$ cat src/rtl/sw_operand_capture_pkg.sv
// Shared definitions for the switch/button operand capture front end.
// Holds the FSM state encoding, the switch field positions and a helper
// that slices a synchronized switch word into its operand fields.
package sw_operand_capture_pkg;

  // Capture FSM states.
  typedef enum logic [1:0] {
    IDLE     = 2'd0,
    VALID    = 2'd1,
    WAIT_REL = 2'd2
  } state_e;

  // Switch field positions.
  localparam int OPC_HI = 15;
  localparam int OPC_LO = 14;
  localparam int B_HI   = 7;
  localparam int B_LO   = 4;
  localparam int A_HI   = 3;
  localparam int A_LO   = 0;

  // One captured transaction.
  typedef struct packed {
    logic [1:0] code;
    logic [3:0] b;
    logic [3:0] a;
  } operand_t;

  // Slice a synchronized switch word into opcode and operands.
  function automatic operand_t unpackSwitches(input logic [15:0] swWord);
    operand_t fields;
    fields.code = swWord[OPC_HI:OPC_LO];
    fields.b    = swWord[B_HI:B_LO];
    fields.a    = swWord[A_HI:A_LO];
    return fields;
  endfunction

endpackage

$ cat src/rtl/sw_operand_capture_btn_debounce.sv
// Button conditioner: two-flop synchronizer, saturating debounce counter,
// debounced level and a one-cycle press pulse on each clean 0->1 change.
// Written generically so the other board buttons can reuse it.
module btn_debounce #(
  parameter int DEBOUNCE_CYCLES = 1000000,
  parameter int CNT_W           = 20
) (
  input  logic clk,
  input  logic rst_n,
  input  logic btn_i,
  output logic level_o,
  output logic press_evt_o
);

  // The level toggles on the edge where the counter sits at this value
  // while the synchronized input still disagrees with the level.
  localparam logic [CNT_W-1:0] LIMIT = CNT_W'(DEBOUNCE_CYCLES - 1);

  logic             btnMeta_q;
  logic             btnSync_q;
  logic [CNT_W-1:0] cnt_q;
  logic [CNT_W-1:0] cnt_d;
  logic             level_q;
  logic             level_d;
  logic             press_q;
  logic             press_d;

  // Two-flop synchronizer for the raw asynchronous button.
  always_ff @(posedge clk or negedge rst_n) begin
    if (!rst_n) begin
      btnMeta_q <= 1'b0;
      btnSync_q <= 1'b0;
    end else begin
      btnMeta_q <= btn_i;
      btnSync_q <= btnMeta_q;
    end
  end

  // Next-state for counter, level and press pulse; the counter clears on
  // agreement and on the toggle edge, so it never passes LIMIT.
  always_comb begin
    cnt_d   = '0;
    level_d = level_q;
    press_d = 1'b0;
    if (btnSync_q != level_q) begin
      if (cnt_q == LIMIT) begin
        level_d = ~level_q;
        press_d = ~level_q;
      end else begin
        cnt_d = cnt_q + CNT_W'(1);
      end
    end
  end

  // Debounce state registers.
  always_ff @(posedge clk or negedge rst_n) begin
    if (!rst_n) begin
      cnt_q   <= '0;
      level_q <= 1'b0;
      press_q <= 1'b0;
    end else begin
      cnt_q   <= cnt_d;
      level_q <= level_d;
      press_q <= press_d;
    end
  end

  assign level_o     = level_q;
  assign press_evt_o = press_q;

endmodule

$ cat src/rtl/sw_operand_capture.sv
// Input front end for the switch/7-segment datapath. Synchronizes the
// switches, debounces the centre button and, on each clean press, captures
// opcode and operands into a valid/ready transaction for the operator stage.
module sw_operand_capture
  import sw_operand_capture_pkg::*;
#(
  parameter int DEBOUNCE_CYCLES = 1000000,
  parameter int CNT_W           = 20
) (
  input  logic        clk,
  input  logic        rst_n,
  input  logic [15:0] sw,
  input  logic        btnc,
  output logic        op_valid,
  input  logic        op_ready,
  output logic [1:0]  op_code,
  output logic [3:0]  op_a,
  output logic [3:0]  op_b,
  output logic        busy
);

  logic [15:0] swMeta_q;
  logic [15:0] swSync_q;
  logic        btnLevel;
  logic        pressEvt;
  operand_t    swFields;
  logic        sw_unused;

  state_e      state_q;
  logic        valid_q;
  logic        busy_q;
  logic [1:0]  code_q;
  logic [3:0]  a_q;
  logic [3:0]  b_q;

  // Centre button conditioning.
  btn_debounce #(
    .DEBOUNCE_CYCLES(DEBOUNCE_CYCLES),
    .CNT_W          (CNT_W)
  ) u_btnc (
    .clk        (clk),
    .rst_n      (rst_n),
    .btn_i      (btnc),
    .level_o    (btnLevel),
    .press_evt_o(pressEvt)
  );

  // Two-flop synchronizer on every switch; switches are sampled only at a
  // press, so they need no debouncing.
  always_ff @(posedge clk or negedge rst_n) begin
    if (!rst_n) begin
      swMeta_q <= '0;
      swSync_q <= '0;
    end else begin
      swMeta_q <= sw;
      swSync_q <= swMeta_q;
    end
  end

  assign swFields  = unpackSwitches(swSync_q);
  assign sw_unused = ^swSync_q[13:8];

  // Capture FSM with registered valid, busy and data; presses outside IDLE
  // are dropped, and WAIT_REL keeps a held button from re-triggering.
  always_ff @(posedge clk or negedge rst_n) begin
    if (!rst_n) begin
      state_q <= IDLE;
      valid_q <= 1'b0;
      busy_q  <= 1'b0;
      code_q  <= '0;
      a_q     <= '0;
      b_q     <= '0;
    end else begin
      case (state_q)
        IDLE: begin
          if (pressEvt) begin
            code_q  <= swFields.code;
            b_q     <= swFields.b;
            a_q     <= swFields.a;
            valid_q <= 1'b1;
            busy_q  <= 1'b1;
            state_q <= VALID;
          end
        end
        VALID: begin
          if (op_ready) begin
            valid_q <= 1'b0;
            if (btnLevel) begin
              state_q <= WAIT_REL;
            end else begin
              state_q <= IDLE;
              busy_q  <= 1'b0;
            end
          end
        end
        WAIT_REL: begin
          if (!btnLevel) begin
            state_q <= IDLE;
            busy_q  <= 1'b0;
          end
        end
        default: begin
          state_q <= IDLE;
          valid_q <= 1'b0;
          busy_q  <= 1'b0;
        end
      endcase
    end
  end

  assign op_valid = valid_q;
  assign op_code  = code_q;
  assign op_a     = a_q;
  assign op_b     = b_q;
  assign busy     = busy_q;

endmodule

$ cat config.mk
export PLATFORM = sky130hd
export DESIGN_NAME = sw_operand_capture
export DESIGN_NICKNAME = d
export VERILOG_FILES = /design/src/rtl/sw_operand_capture_pkg.sv /design/src/rtl/sw_operand_capture_btn_debounce.sv /design/src/rtl/sw_operand_capture.sv
export SDC_FILE = /design/constraint.sdc
export NUM_CORES = 1
export LEC_CHECK = 0
export CAP_MARGIN = 20
export CORE_ASPECT_RATIO = 1.5
export CORE_MARGIN = 4
export CORE_UTILIZATION = 30
export DETAILED_ROUTE_END_ITERATION = 8
export PLACE_DENSITY = 0.61
export SKIP_CTS_REPAIR_TIMING = 1
export SLEW_MARGIN = 20
export SYNTH_ARGS = -nofsm -noshare
export SYNTH_HDL_FRONTEND = slang
export SYNTH_SLANG_ARGS = --single-unit
$ cat constraint.sdc
create_clock -name clk -period 1.8 [get_ports clk]
set_input_delay 0.45 -clock clk [delete_from_list [all_inputs] [get_ports clk]]
set_output_delay 0.45 -clock clk [all_outputs]
set_load 0.05 [all_outputs]
==> metrics.md <==
| Metric | Value |
|---|---|
| Post-synth EDFFs | 0 |
| CTS sink cnt | 58 |
| Seq/Total Area, Yosys | 62.8% |
| DRC viols | 0 |
| Yosys warnings | 0 |
| Largest net degree at the start of global routing | 36 |
| Cell count after placement | 314 |
| Core area | 7370 sq um |
| CTS tree | done |
| Post-synthesis net count | 209 |
| Worst Path Required | 2.06 ns |
| Gr ovfl total | 0 |
| Async set or reset register ratio after synthesis | 100% |
| Port Buf Inserts | 25 |
| Leak Pwr | 0.00134 uW |
| Initial antenna violation count | 0 |
| Hold Path Class | primary input to async pin |
| Slew margin rel. | 71.8% |
| Worst r2r src | u_btnc.cnt_q[11] |
| Peak VDD IR | 0.389 mV |
| Crit path max fanout | 8 |
| WL final | 4300 um |
| Fin Clk Skew | 0.00618 ns |
| Count of buffer and inverter cells on the critical path | 0 |
| Reg clk slew, reported paths | 0.06 ns |
| Worst EP arrival | 1.95 ns |
| Via density | 4.55 |
| CP startpoint | u_btnc.cnt_q[11] |
| Most common cell after layout, fill and taps aside | dfrtp_1 |
| Slew Viols, Final | 0 |
| Multi-input gate area | 865 sq um |
| Tot GR Track Use | 10.7% |
| Final ANT Viol Nets | 0 |
| HPWL Detailed | 3010 um |
| Worst-path cell chain | and4_1 -> nand4_4 -> or4_4 -> a21oi_2 |
| Final period util | 93.6% |
| Initial core utilization | 31.4% |
| Status | finished clean |
| I/O pins | 32 |
| M1 WL | 1800 um |
| Flip-flop and latch area | 1450 sq um |
| Pre-antenna DRT Iters | 4 |
| Die ar. | 9200 sq um |
| Critical Path Source Type | register |
| Longest Clk Path Bufs | 2 |
| Share of layout cells above drive strength 1 | 26.2% |
| Post-synthesis average cell area | 12.6 sq um |
| Top Metal Used | met4 |
| Die width | 79.7 um |
| Hold Fails Final Rpt | 0 |
| Synth Instances | 183 |
| Vias post-DR | 1498 |
| CP peak stage delay | 0.52 ns |
| Setup-failing EPs final | 0 |
| Ys flop type | dfrtp_1 |
| RePlAce Congestion | 0.785 |
| Vias in the first global route | 1583 |
| Max-cap viol count | 0 |
| CP max stage cell | or4_4 |
| CP Capture Type | register |
| Setup TNS | 0 ns |
| Fin nets | 251 |
| Initial detailed-routing violation count | 78 |
| Max frequency | 0.593 GHz |
| CTS root buf | clkbuf_8 |
| Most frequent cells in the layout | dfrtp_1, buf_4, nor2_1, clkdlybuf4s50_1, mux2_2 |
| Routed wire length per instance | 13.1 um |
| Num CTS Buffers | 9 |
| Met2 routed WL | 2260 um |
| Layout Cells excl Fill | 329 |
| Power Density | 873 nW/um^2 |
| Skew-Pair Late Insertion Delay | 0.33 ns |
| RSZ-0062 raised after global routing | no |
| Flops & latches, synth | 58 |
| Slew @ Worst Pin | 0.424 ns |
| Die height | 115 um |
| Number of diodes | 0 |
| Global-route wire length before repair | 7390 um |
| H-tree Lvls | 3 |
| Layout Area Growth over Synthesis | 27.6% |
| Post-Syn Area | 2310 sq um |
| Distinct cells, synth | 33 |
| Critical path's top delay family | simple AND/OR/NAND/NOR gates |
| Routed wl met3 | 156 um |
| Site row count | 38 |
| Min Tclk post-route | 1.69 ns |
| WS Path Type | register to register |
| Fillers | 716 |
==> cell families (layout without fill, tap and decap cells) <==
| group | after synthesis | in the layout | share of synthesized area [%] |
|---|---|---|---|
| buffers and inverters | 9 | 55 | 1.62 |
| xor gates and xnor gates | 14 | 14 | 5.31 |
| and+or+nand+nor | 66 | 66 | 16.2 |
| adders and majority gates | 6 | 6 | 3.25 |
| DFF | 58 | 58 | 62.8 |
| AOI/OAI and AO/OA | 17 | 17 | 4.49 |
| muxes | 13 | 13 | 6.28 |
==> registers in the layout, summed over array words and instances, names as in the netlist <==
name,count
u_btnc.btnMeta_q,1
swMeta_q,10
busy,1
state_q,2
u_btnc.press_evt_o,1
op_a,4
u_btnc.btnSync_q,1
swSync_q,10
op_b,4
u_btnc.level_o,1
op_valid,1
op_code,2
u_btnc.cnt_q,20
==> per-stage QoR <==
step	power (uW)	hold WS, ns	worst slack (ns)	util (%)	instance area [sq um]
5_1_grt	2690	0.0705	0.0199	40.0	2950
4_1_cts	2620	0.0421	0.0400	39.5	2910
3_5_place_dp	1460	0.337	0.0435	37.0	2730
6_report	2570	0.0524	0.115	40.0	2950
3_3_place_gp	1460	0.333	0.0769	37.0	2730
2_1_floorplan	1380	0.154	0.303	-	2310
==> cell type report <==
class                           count  share of cell area [%]
Sequential cell                    58                    49.2
Timing Repair Buffer               35                    10.3
Clock inverter                      3                    1.36
Clock buffer                       12                    4.92
Inverter                            5                   0.637
Tap cell                          100                    4.24
Multi-Input combinational cell    116                    29.3
==> final timing paths <==
kind / slack (ns) / cells past startpoint / endpoint
hold reg to reg: 0.35 / 0 / u_btnc.btnSync_q
setup / recovery: 0.11 / 4 / u_btnc.cnt_q[18]
max in group asynchronous: 1.22 / 2 / u_btnc.level_o
setup reg to reg: 0.11 / 4 / u_btnc.cnt_q[18]
hold / removal: 0.05 / 1 / swSync_q[14]
min in group clk: 0.35 / 0 / u_btnc.btnSync_q
==> cells in the mapped netlist (2+ instances only) <==
cell type / instances / share of area, %
nand3_1: 9 / 1.9
xor2_1: 8 / 3.0
a21oi_2: 2 / 0.76
or3_1: 3 / 0.81
nand4_1: 4 / 1.1
a21oi_1: 5 / 1.1
nand2_1: 9 / 1.5
mux2_2: 11 / 5.4
o31ai_1: 3 / 0.97
ha_1: 6 / 3.2
buf_2: 3 / 0.65
xnor2_1: 6 / 2.3
or4_4: 2 / 0.97
dfrtp_1: 58 / 63
inv_1: 5 / 0.81
and3_1: 5 / 1.4
nor4_1: 2 / 0.54
o21ai_0: 6 / 1.3
nor3_1: 3 / 0.65
nor2b_1: 3 / 0.81
nor2_1: 18 / 2.9
==> power by group <==
group | total, uW | internal [uW] | switching [uW]
Combinational | 88.7 | 42.5 | 46.2
Clock | 1140 | 665 | 472
Sequential | 1350 | 1330 | 12.6
==> layer usage <==
metal  up-vias  track usage [%]
li1        719                -
met1       750             12.0
met2        22             17.2
met3         7             3.27
met4         0             7.80
met5         -                0
Power figures use the tool's default switching activity.
